## config.mk

```make
export PLATFORM = sky130hd
export DESIGN_NAME = sort_ctrl_flat
export DESIGN_NICKNAME = d
export VERILOG_FILES = /design/src/rtl/sort_pkg.sv /design/src/rtl/sort_ctrl_if.sv /design/src/rtl/sort_pass_counter.sv /design/src/rtl/sort_ctrl.sv /design/src/flat_wrapper.sv
export SDC_FILE = /design/constraint.sdc
export NUM_CORES = 1
export LEC_CHECK = 0
export CAP_MARGIN = 20
export CORE_MARGIN = 3
export CORE_UTILIZATION = 38
export CTS_BUF_LIST = sky130_fd_sc_hd__clkbuf_4
export CTS_CLUSTER_SIZE = 30
export DETAILED_ROUTE_END_ITERATION = 8
export PLACE_DENSITY = 0.83
export SYNTH_ARGS = -nofsm -noshare
export SYNTH_HDL_FRONTEND = slang
export SYNTH_SLANG_ARGS = --single-unit
export TNS_END_PERCENT = 10
```

## constraint.sdc

```tcl
create_clock -name clk -period 1.2 [get_ports clk]
set_input_delay 0.12 -clock clk [delete_from_list [all_inputs] [get_ports clk]]
set_output_delay 0.12 -clock clk [all_outputs]
set_load 0.02 [all_outputs]
```

## src/rtl/sort_pkg.sv

```systemverilog
// Shared definitions for the serial sort sequencer: FSM state encoding,
// default sizing, and the DataPath control-bundle field order.
package sort_pkg;

  // Words sorted per run (9 shift stages plus the bigger register).
  localparam int unsigned N_ELEM = 10;
  // Width of the pass counter.
  localparam int unsigned CNT_W  = 4;

  typedef enum logic [2:0] {
    S_IDLE,
    S_LOAD,
    S_SEED,
    S_PASS,
    S_PASS_END,
    S_OUT,
    S_DONE
  } state_t;

  // DataPath control bundle, MSB first.
  typedef struct packed {
    logic en_sr;
    logic mux_in;
    logic wr_bigger;
    logic wr_last;
    logic wr_counter;
    logic rst_counter;
    logic data_valid;
  } ctrl_t;

endpackage

```

## src/rtl/sort_ctrl_if.sv

```systemverilog
// Control/status link between sort_ctrl and the serial sort DataPath.
//   master : sequencer side, drives the strobes and reads the status flags
//   slave  : DataPath side
// Signal suffixes are relative to the sequencer (_o driven by it, _i read by it).
interface sort_ctrl_if;
  // DataPath controls
  logic en_sr_o;
  logic mux_in_o;
  logic wr_bigger_o;
  logic wr_last_o;
  logic wr_counter_o;
  logic rst_counter_o;
  logic data_valid_o;
  // DataPath status flags
  logic eh_maior_i;    // bigger register < shift stage 8
  logic end_comp_i;    // shift stage 8 == last register
  logic end_sft_i;     // bigger register == first register
  logic end_count_i;   // element counter == N_ELEM-1

  modport master (
    output en_sr_o, mux_in_o, wr_bigger_o, wr_last_o,
           wr_counter_o, rst_counter_o, data_valid_o,
    input  eh_maior_i, end_comp_i, end_sft_i, end_count_i
  );

  modport slave (
    input  en_sr_o, mux_in_o, wr_bigger_o, wr_last_o,
           wr_counter_o, rst_counter_o, data_valid_o,
    output eh_maior_i, end_comp_i, end_sft_i, end_count_i
  );
endinterface

```

## src/rtl/sort_pass_counter.sv

```systemverilog
// Saturating up-counter with synchronous clear, used to count completed
// sort passes.
//   clk, rst_n : clock, asynchronous active-low reset
//   clr_i      : clear to zero (wins over inc_i)
//   inc_i      : increment, holds at MAX
//   cnt_o      : current count
module sort_pass_counter #(
  parameter int unsigned WIDTH = 4,
  parameter int unsigned MAX   = 9
) (
  input  logic             clk,
  input  logic             rst_n,
  input  logic             clr_i,
  input  logic             inc_i,
  output logic [WIDTH-1:0] cnt_o
);

  localparam logic [WIDTH-1:0] MAX_V = WIDTH'(MAX);

  logic [WIDTH-1:0] cnt_d;
  logic [WIDTH-1:0] cnt_q;

  always_comb begin
    cnt_d = cnt_q;
    if (clr_i) begin
      cnt_d = '0;
    end else if (inc_i && (cnt_q != MAX_V)) begin
      cnt_d = cnt_q + WIDTH'(1);
    end
  end

  always_ff @(posedge clk or negedge rst_n) begin
    if (!rst_n) begin
      cnt_q <= '0;
    end else begin
      cnt_q <= cnt_d;
    end
  end

  assign cnt_o = cnt_q;

endmodule

```

## src/rtl/sort_ctrl.sv

```systemverilog
// Sequencer for the 10-element serial sort DataPath: loads the input words,
// runs recirculating compare/exchange passes until N_ELEM-1 passes are done
// or a pass changes nothing, then streams the sorted words out.
//   clk, rst    : clock, asynchronous active-low reset
//   start_i     : one-cycle run request, honoured only in IDLE
//   in_valid_i  : input word strobe (only meaningful in LOAD)
//   dp          : DataPath control strobes and status flags
//   busy_o      : high in every state except IDLE
//   done_o      : one-cycle pulse in DONE
//   pass_cnt_o  : passes completed in the current run (saturating)
module sort_ctrl
  import sort_pkg::*;
#(
  parameter int unsigned N_ELEM = sort_pkg::N_ELEM,
  parameter int unsigned CNT_W  = sort_pkg::CNT_W
) (
  input  logic             clk,
  input  logic             rst,
  input  logic             start_i,
  input  logic             in_valid_i,
  sort_ctrl_if.master      dp,
  output logic             busy_o,
  output logic             done_o,
  output logic [CNT_W-1:0] pass_cnt_o
);

  localparam logic [CNT_W-1:0] LAST_PASS = CNT_W'(N_ELEM - 1);

  state_t           state_q;
  state_t           state_d;
  ctrl_t            ctrl;
  logic             cnt_clr;
  logic             cnt_inc;
  logic [CNT_W-1:0] pass_cnt;

  sort_pass_counter #(
    .WIDTH (CNT_W),
    .MAX   (N_ELEM - 1)
  ) u_pass_cnt (
    .clk   (clk),
    .rst_n (rst),
    .clr_i (cnt_clr),
    .inc_i (cnt_inc),
    .cnt_o (pass_cnt)
  );

  // Next state and control decode; outputs follow the state combinationally
  // so an asynchronous reset returns them to IDLE values in the same cycle.
  always_comb begin
    state_d = state_q;
    ctrl    = '0;
    cnt_clr = 1'b0;
    cnt_inc = 1'b0;
    done_o  = 1'b0;
    busy_o  = (state_q != S_IDLE);

    unique case (state_q)
      S_IDLE: begin
        ctrl.rst_counter = 1'b1;
        if (start_i) begin
          cnt_clr = 1'b1;
          state_d = S_LOAD;
        end
      end

      S_LOAD: begin
        ctrl.en_sr      = in_valid_i;
        ctrl.wr_counter = in_valid_i;
        if (in_valid_i && dp.end_count_i) begin
          state_d = S_SEED;
        end
      end

      S_SEED: begin
        ctrl.wr_bigger   = 1'b1;
        ctrl.rst_counter = 1'b1;
        ctrl.wr_last     = 1'b1;
        state_d          = S_PASS;
      end

      S_PASS: begin
        ctrl.en_sr      = 1'b1;
        ctrl.mux_in     = 1'b1;
        ctrl.wr_counter = 1'b1;
        ctrl.wr_bigger  = dp.eh_maior_i;
        if (dp.end_count_i) begin
          state_d = S_PASS_END;
        end
      end

      S_PASS_END: begin
        ctrl.rst_counter = 1'b1;
        ctrl.wr_last     = 1'b1;
        cnt_inc          = 1'b1;
        // Exit test uses the count as it will be after this pass.
        if (dp.end_sft_i && dp.end_comp_i) begin
          state_d = S_OUT;
        end else if (pass_cnt >= (LAST_PASS - CNT_W'(1))) begin
          state_d = S_OUT;
        end else begin
          state_d = S_PASS;
        end
      end

      S_OUT: begin
        ctrl.en_sr      = 1'b1;
        ctrl.mux_in     = 1'b1;
        ctrl.wr_bigger  = 1'b1;
        ctrl.wr_counter = 1'b1;
        ctrl.data_valid = 1'b1;
        if (dp.end_count_i) begin
          state_d = S_DONE;
        end
      end

      S_DONE: begin
        done_o           = 1'b1;
        ctrl.rst_counter = 1'b1;
        state_d          = S_IDLE;
      end

      default: begin
        state_d = S_IDLE;
      end
    endcase
  end

  always_ff @(posedge clk or negedge rst) begin
    if (!rst) begin
      state_q <= S_IDLE;
    end else begin
      state_q <= state_d;
    end
  end

  assign dp.en_sr_o       = ctrl.en_sr;
  assign dp.mux_in_o      = ctrl.mux_in;
  assign dp.wr_bigger_o   = ctrl.wr_bigger;
  assign dp.wr_last_o     = ctrl.wr_last;
  assign dp.wr_counter_o  = ctrl.wr_counter;
  assign dp.rst_counter_o = ctrl.rst_counter;
  assign dp.data_valid_o  = ctrl.data_valid;
  assign pass_cnt_o       = pass_cnt;

endmodule
```

## src/flat_wrapper.sv

```systemverilog
// flat-port wrapper written by rule: the top's interface ports become plain ports
module sort_ctrl_flat import sort_pkg::*;
#(
  parameter int unsigned N_ELEM = sort_pkg::N_ELEM,
  parameter int unsigned CNT_W  = sort_pkg::CNT_W
)
  (clk, rst, start_i, in_valid_i, busy_o, done_o, pass_cnt_o, dp_en_sr_o, dp_mux_in_o, dp_wr_bigger_o, dp_wr_last_o, dp_wr_counter_o, dp_rst_counter_o, dp_data_valid_o, dp_eh_maior_i, dp_end_comp_i, dp_end_sft_i, dp_end_count_i);
  sort_ctrl_if dp_i ();
  input  logic clk;
  input  logic rst;
  input  logic start_i;
  input  logic in_valid_i;
  output logic busy_o;
  output logic done_o;
  output logic [CNT_W-1:0] pass_cnt_o;
  output wire logic [$bits(dp_i.en_sr_o)-1:0] dp_en_sr_o;
  output wire logic [$bits(dp_i.mux_in_o)-1:0] dp_mux_in_o;
  output wire logic [$bits(dp_i.wr_bigger_o)-1:0] dp_wr_bigger_o;
  output wire logic [$bits(dp_i.wr_last_o)-1:0] dp_wr_last_o;
  output wire logic [$bits(dp_i.wr_counter_o)-1:0] dp_wr_counter_o;
  output wire logic [$bits(dp_i.rst_counter_o)-1:0] dp_rst_counter_o;
  output wire logic [$bits(dp_i.data_valid_o)-1:0] dp_data_valid_o;
  input wire logic [$bits(dp_i.eh_maior_i)-1:0] dp_eh_maior_i;
  input wire logic [$bits(dp_i.end_comp_i)-1:0] dp_end_comp_i;
  input wire logic [$bits(dp_i.end_sft_i)-1:0] dp_end_sft_i;
  input wire logic [$bits(dp_i.end_count_i)-1:0] dp_end_count_i;
  assign dp_en_sr_o = dp_i.en_sr_o;
  assign dp_mux_in_o = dp_i.mux_in_o;
  assign dp_wr_bigger_o = dp_i.wr_bigger_o;
  assign dp_wr_last_o = dp_i.wr_last_o;
  assign dp_wr_counter_o = dp_i.wr_counter_o;
  assign dp_rst_counter_o = dp_i.rst_counter_o;
  assign dp_data_valid_o = dp_i.data_valid_o;
  assign dp_i.eh_maior_i = dp_eh_maior_i;
  assign dp_i.end_comp_i = dp_end_comp_i;
  assign dp_i.end_sft_i = dp_end_sft_i;
  assign dp_i.end_count_i = dp_end_count_i;
  sort_ctrl #(.N_ELEM(N_ELEM), .CNT_W(CNT_W)) u_core (.clk(clk), .rst(rst), .start_i(start_i), .in_valid_i(in_valid_i), .dp(dp_i), .busy_o(busy_o), .done_o(done_o), .pass_cnt_o(pass_cnt_o));
endmodule
```

==> results of run 1 <==
## sequential cells by signal (all words and copies together) (netlist names)
signal	cells
u_core.u_pass_cnt.cnt_o	4
u_core.state_q	3
## cells in the final DEF (no fill, tap or decap), drive strengths merged
cell	instances
buf	21
clkdlybuf4s50	7
nand2	7
dfrtp	7
inv	6
nor2	5
clkbuf	4
dlygate4sd2	4
a21oi	4
mux2i	3
ha	3
o21ai	3
nand2b	2
o22ai	2
nor3	1
or3	1
nor3b	1
and4b	1
a21boi	1
or4b	1
o21a	1
o2bb2ai	1
nand4	1
o211a	1
a31oi	1
## final cells by class
type	instances	area (um^2)	share of cell area
multi-input cells	40	299.0	0.3654
repair buffers	32	266.5	0.3257
flip-flops and latches	7	180.2	0.2202
clock buffers	4	30.03	0.03670
inverters	6	25.02	0.03058
well taps	14	17.52	0.02141
## how the worst max path moves through the flow
stage	depth (start not counted)	slack (ns)	start	to
after global placement	3	-0.35	u_core.state_q[1]$_DFFE_PN0P_	dp_wr_bigger_o
after CTS	3	-0.23	u_core.state_q[1]$_DFFE_PN0P_	dp_data_valid_o
after detailed placement	3	-0.37	u_core.state_q[1]$_DFFE_PN0P_	dp_wr_bigger_o
final	4	-0.24	u_core.state_q[2]$_DFFE_PN0P_	u_core.u_pass_cnt.cnt_o[0]$_DFFE_PN0P_
after global routing	4	-0.29	u_core.state_q[2]$_DFFE_PN0P_	u_core.u_pass_cnt.cnt_o[0]$_DFFE_PN0P_
after floorplan	4	-0.08	u_core.state_q[2]$_DFFE_PN0P_	u_core.u_pass_cnt.cnt_o[3]$_DFFE_PN0P_
## power groups by stage
stage	clock network, W	logic, W	registers [W]
final	0.000251	0.00128	0.000469
after global routing	0.000268	0.00138	0.000490
after CTS	0.000258	0.00119	0.000445
after detailed placement	0	0.00130	0.000440
after global placement	0	0.00127	0.000433
after floorplan	0	0.000718	0.000432
## stage by stage
stage / cells / total power [W]
2_1_floorplan: 57 / 0.001150
3_3_place_gp: 99 / 0.001699
3_5_place_dp: 99 / 0.001739
4_1_cts: 103 / 0.001897
5_1_grt: 103 / 0.002137
6_report: 103 / 0.001997
## critical path: cells and delay by family (launching register included)
family	cells	cell delay [ns]
muxes	1	0.07
buffers and inverters	1	0.16
DFF	1	0.46
and+or+nand+nor	2	0.63
## per-layer routing
metal	global-route usage	part of all wire	vias to the layer above
met5	0	0	-
met4	0.1180	0.045	0
met3	0.07725	0.068	9
met2	0.2716	0.49	17
met1	0.1711	0.40	241
li1	-	-	259
## timing repair
item,4_1_cts,5_1_grt
gates resized for setup,48,14
hold buffers,0,0
pin swaps,0,1
setup buffers,0,0
endpoints found under the setup margin,18,15
## logic make-up (layout without fill, tap and decap cells)
family | count (synthesis) | in the layout | synth area share
simple gates | 20 | 20 | 0.2259
compound gates | 14 | 14 | 0.1777
buf+inv | 10 | 42 | 0.1041
flops | 7 | 7 | 0.3553
fa+ha+maj | 3 | 3 | 0.07615
mux | 3 | 3 | 0.06092
==> impl_metrics.json, run 1 <==
{
  "routed_via_density": 5.107,
  "die_h_um": 42.02,
  "p_seq_frac": 0.235,
  "numClockSinks": 7,
  "htreeDepth": 1,
  "crit_path_end_kind": "flip-flop",
  "drive_gt1_frac": 0.4494,
  "finalHoldViolations": 0,
  "clkPwrFrac": 0.126,
  "track_usage": 0.1684,
  "grt_pass1_wl_um": 2194,
  "outcome": "finished, violations left",
  "clk_pin_slew_ns": 0.06,
  "crit_slowest_cell": "or4b_4",
  "ys_seq_area_frac": 0.3553,
  "preCtsSetupSlack_ns": -0.3686,
  "finalSetupViolations": 13,
  "r2r-start": "u_core.state_q[2]$_DFFE_PN0P_",
  "p_int_w": 0.001106,
  "skew_ns": 0.005231,
  "synth.net_count": 68,
  "synth_ff_type": "dfrtp_1",
  "numCtsBuffers": 3,
  "maxSlewHeadroom": 0.7608,
  "synth_top_area_frac": 0.3553,
  "wl_per_cell_um": 12.97,
  "final_antenna_net_count": 0,
  "critPathKind": "reg -> reg",
  "hp-class": "in -> async",
  "rsz0062_at_grt": "yes",
  "fin_crit_sh": 1.204,
  "holdWs_ns": 0.1304,
  "p_sw_w": 0.0008906,
  "max_slew.worst_pin.slew_ns": 0.3576,
  "initial_utilization": 0.4264,
  "grt_max_degree": 9,
  "die_w_um": 42.02,
  "synth_area_um2": 493.0,
  "drtPass1Iterations": 4,
  "sw_frac_of_total": 0.4460,
  "antenna_found_initial": 0,
  "powerDensity_nw_per_um2": 2440,
  "synth_area_leaders": "dfrtp_1 (36%), ha_1 (7.6%), mux2i_1 (6.1%)",
  "hpwl_um": 1042,
  "syn_to_final_growth_pct": 65.99,
  "regToRegEndpoint": "u_core.u_pass_cnt.cnt_o[0]$_DFFE_PN0P_",
  "first_iter_violations": 22,
  "clk_latency_ns": 0.26,
  "clk_path_buf_depth": 2,
  "core_um2": 1156,
  "rr_worst_depth": 4,
  "r2r_slack_ns": -0.24,
  "required_ns": 1.33,
  "nets": 101,
  "leakage_nw": 0.4247,
  "nFillCells": 91,
  "period_needed_ns": 1.445,
  "synth-edff-count": 0,
  "gr-total-overflow": 0,
  "p_comb_frac": 0.639,
  "setup_slack_ns": -0.2450,
  "drcViolationCount": 0,
  "grt_pass1_vias": 525,
  "cp-start-kind": "flip-flop",
  "synth_common_cells": "dfrtp_1 (7), nand2_1 (7), inv_1 (6), nor2_1 (5), a21oi_1 (4)",
  "place.gp.congestion": 0.7249,
  "ys_warn_count": 0,
  "synthCells": 57,
  "placed_area_um2": 778.2,
  "worstPathCellList": "buf_4 -> or4b_4 -> nand2_1 -> mux2i_1",
  "synth_top_area_cell": "dfrtp_1",
  "antenna_cells": 0,
  "cts_tree": "built",
  "report.final.slew_viol_count": 0,
  "die-area_um2": 1766,
  "failed_checks": "negative setup slack",
  "rows": 12,
  "max_stage_delay_ns": 0.55,
  "root_buffer": "clkbuf_4",
  "cap_violations": 0,
  "path_max_fanout": 7,
  "max_freq_mhz": 692.0,
  "synth_cell_types": 24,
  "cp.arrival_ns": 1.57,
  "postLayoutCoreUtil": 0.7078,
  "vdd_ir_drop_max_mv": 1.505,
  "drt-total-wl_um": 1336,
  "pin_count": 21,
  "fin_setup_tns_ns": -2.270,
  "num_vias": 526,
  "io_buffers": 20,
  "synth.avg_cell_area_um2": 8.649,
  "ys_ff_latch": 7,
  "fin_area_um2": 818.3,
  "synth_async_sr_flop_share": 1.000
}
(Power assumes the default switching activity.)
==> run 2, diff against run 1 <==
--- a/config.mk
+++ b/config.mk
@@ -15,4 +15,4 @@
 export SYNTH_ARGS = -nofsm -noshare
 export SYNTH_HDL_FRONTEND = slang
 export SYNTH_SLANG_ARGS = --single-unit
-export TNS_END_PERCENT = 10
+export TNS_END_PERCENT = 50
==> impl_metrics.json, run 2 (synthesized netlist as in run 1, its figures left out) <==
{
  "layout_common_cells": "buf_4 (14), nand2_1 (7), clkdlybuf4s50_1 (7), buf_6 (7), inv_1 (5)",
  "antenna_found_initial": 0,
  "die_h_um": 42.02,
  "crit_slowest_cell": "or4b_4",
  "final_common_cell": "buf_4",
  "track_usage": 0.1670,
  "crit_path_end_kind": "flip-flop",
  "regArea_um2": 180.2,
  "leakage_nw": 0.4365,
  "skew_ns": 0.004261,
  "numClockSinks": 7,
  "finalHoldViolations": 0,
  "finalSetupViolations": 12,
  "multi_input_area_um2": 310.3,
  "num_vias": 508,
  "outcome": "finished, violations left",
  "grt_pass1_wl_um": 2159,
  "powerDensity_nw_per_um2": 2504,
  "period_needed_ns": 1.453,
  "max_stage_delay_ns": 0.56,
  "vdd_ir_drop_max_mv": 1.562,
  "clk_path_buf_depth": 2,
  "hp-class": "in -> async",
  "clk_pin_slew_ns": 0.05,
  "hpwl_um": 1023,
  "grt_pass1_vias": 495,
  "placed_cells": 97,
  "first_iter_violations": 5,
  "report.final.slew_viol_count": 0,
  "critPathKind": "reg -> reg",
  "core_um2": 1156,
  "setup_slack_ns": -0.2526,
  "place.gp.congestion": 0.7312,
  "pin_count": 21,
  "required_ns": 1.33,
  "drtPass1Iterations": 3,
  "clkPwrFrac": 0.115,
  "cts_tree": "built",
  "drcViolationCount": 0,
  "antenna_cells": 0,
  "p_comb_frac": 0.665,
  "initial_utilization": 0.4264,
  "r2r_slack_ns": -0.25,
  "ctsHoldBuffers": 0,
  "nets": 101,
  "max_slew.worst_pin.slew_ns": 0.3433,
  "root_buffer": "clkbuf_4",
  "io_buffers": 20,
  "sw_frac_of_total": 0.4354,
  "fin_crit_sh": 1.211,
  "htreeDepth": 1,
  "syn_to_final_growth_pct": 72.33,
  "cp-start-kind": "flip-flop",
  "final_cells": 103,
  "nFillCells": 81,
  "die-area_um2": 1766,
  "grt_max_degree": 9,
  "preCtsSetupSlack_ns": -0.4085,
  "rsz0062_at_grt": "yes",
  "maxSlewHeadroom": 0.7704,
  "drive_gt1_frac": 0.4494,
  "largest_reg_flops": 4,
  "worstPathCellList": "buf_6 -> or4b_4 -> nand2_1 -> mux2i_1",
  "routed_via_density": 4.932,
  "rows": 12,
  "final_antenna_net_count": 0,
  "max_freq_mhz": 688.4,
  "p_int_w": 0.001201,
  "failed_checks": "negative setup slack",
  "gr-total-overflow": 0,
  "cp.arrival_ns": 1.59,
  "path_max_fanout": 6,
  "drt-total-wl_um": 1426,
  "fin_setup_tns_ns": -1.843,
  "p_sw_w": 0.0009264,
  "wl_per_cell_um": 13.84,
  "numCtsBuffers": 3,
  "postLayoutCoreUtil": 0.7348,
  "clk_latency_ns": 0.26,
  "die_w_um": 42.02,
  "cap_violations": 0,
  "p_seq_frac": 0.219
}
## run 2: cell types whose count changed in the layout (fill, tap and decap cells not counted), moves of 2 or more
cell	previous run	this run
buf_2	3	0
nand2_2	2	0
nand2_1	5	7
buf_6	3	7
## run 2: path summary, 6_finish.rpt
path,from,end,cells after the start
hold / removal,rst,u_core.u_pass_cnt.cnt_o[1]$_DFFE_PN0P_,1
setup / recovery,u_core.state_q[1]$_DFFE_PN0P_,u_core.u_pass_cnt.cnt_o[3]$_DFFE_PN0P_,4
setup reg to reg,u_core.state_q[1]$_DFFE_PN0P_,u_core.u_pass_cnt.cnt_o[3]$_DFFE_PN0P_,4
max in group asynchronous,rst,u_core.state_q[0]$_DFFE_PN0P_,1
hold reg to reg,u_core.u_pass_cnt.cnt_o[0]$_DFFE_PN0P_,u_core.u_pass_cnt.cnt_o[0]$_DFFE_PN0P_,1
min in group clk,dp_end_comp_i,u_core.state_q[2]$_DFFE_PN0P_,3
## run 2: worst max-delay path: cells and delay by family (launching register included)
family / cells / cell delay [ns]
buffers and inverters: 1 / 0.14
flip-flops: 1 / 0.45
multiplexers: 1 / 0.08
AND/OR/NAND/NOR: 2 / 0.65
## run 2: metrics by stage
step	power, W	hold WS (ns)	cell area, um^2
6_report	0.002127	0.1264	849.6
4_1_cts	0.001945	0.1236	795.8
3_3_place_gp	0.001669	0.4022	763.2
5_1_grt	0.002277	0.1371	849.6
3_5_place_dp	0.001710	0.4070	763.2
2_1_floorplan	0.001150	-0.1756	505.5
## run 2: cell type report
| cell class | instances | share of cell area |
|---|---|---|
| Clock buffer | 4 | 0.03535 |
| Inverter | 6 | 0.02651 |
| Multi-Input combinational cell | 40 | 0.3652 |
| Sequential cell | 7 | 0.2121 |
| Tap cell | 14 | 0.02062 |
| Timing Repair Buffer | 32 | 0.3402 |
## run 2: layer usage
metal / routed length, um / GRT usage / part of all wire / up-vias
li1: - / - / - / 257
met1: 568 / 0.1878 / 0.40 / 232
met2: 746 / 0.2593 / 0.52 / 15
met3: 78 / 0.07296 / 0.055 / 4
met4: 32 / 0.09938 / 0.022 / 0
met5: 0 / 0 / 0 / -
## run 2: repair_timing
action                     in CTS  in global routing
pin swaps                       3                  0
gates resized for setup        51                 17
cloned                          0                  0
buffers inserted                1                  1
setup endpoints to repair      17                 14
## run 2: power by group through the flow
| stage | logic (W) | registers (W) | clock network (W) |
|---|---|---|---|
| global route | 0.00152 | 0.000486 | 0.000270 |
| CTS | 0.00124 | 0.000451 | 0.000251 |
| floorplan | 0.000718 | 0.000432 | 0 |
| detailed placement | 0.00126 | 0.000445 | 0 |
| finish | 0.00142 | 0.000467 | 0.000245 |
| global placement | 0.00123 | 0.000435 | 0 |
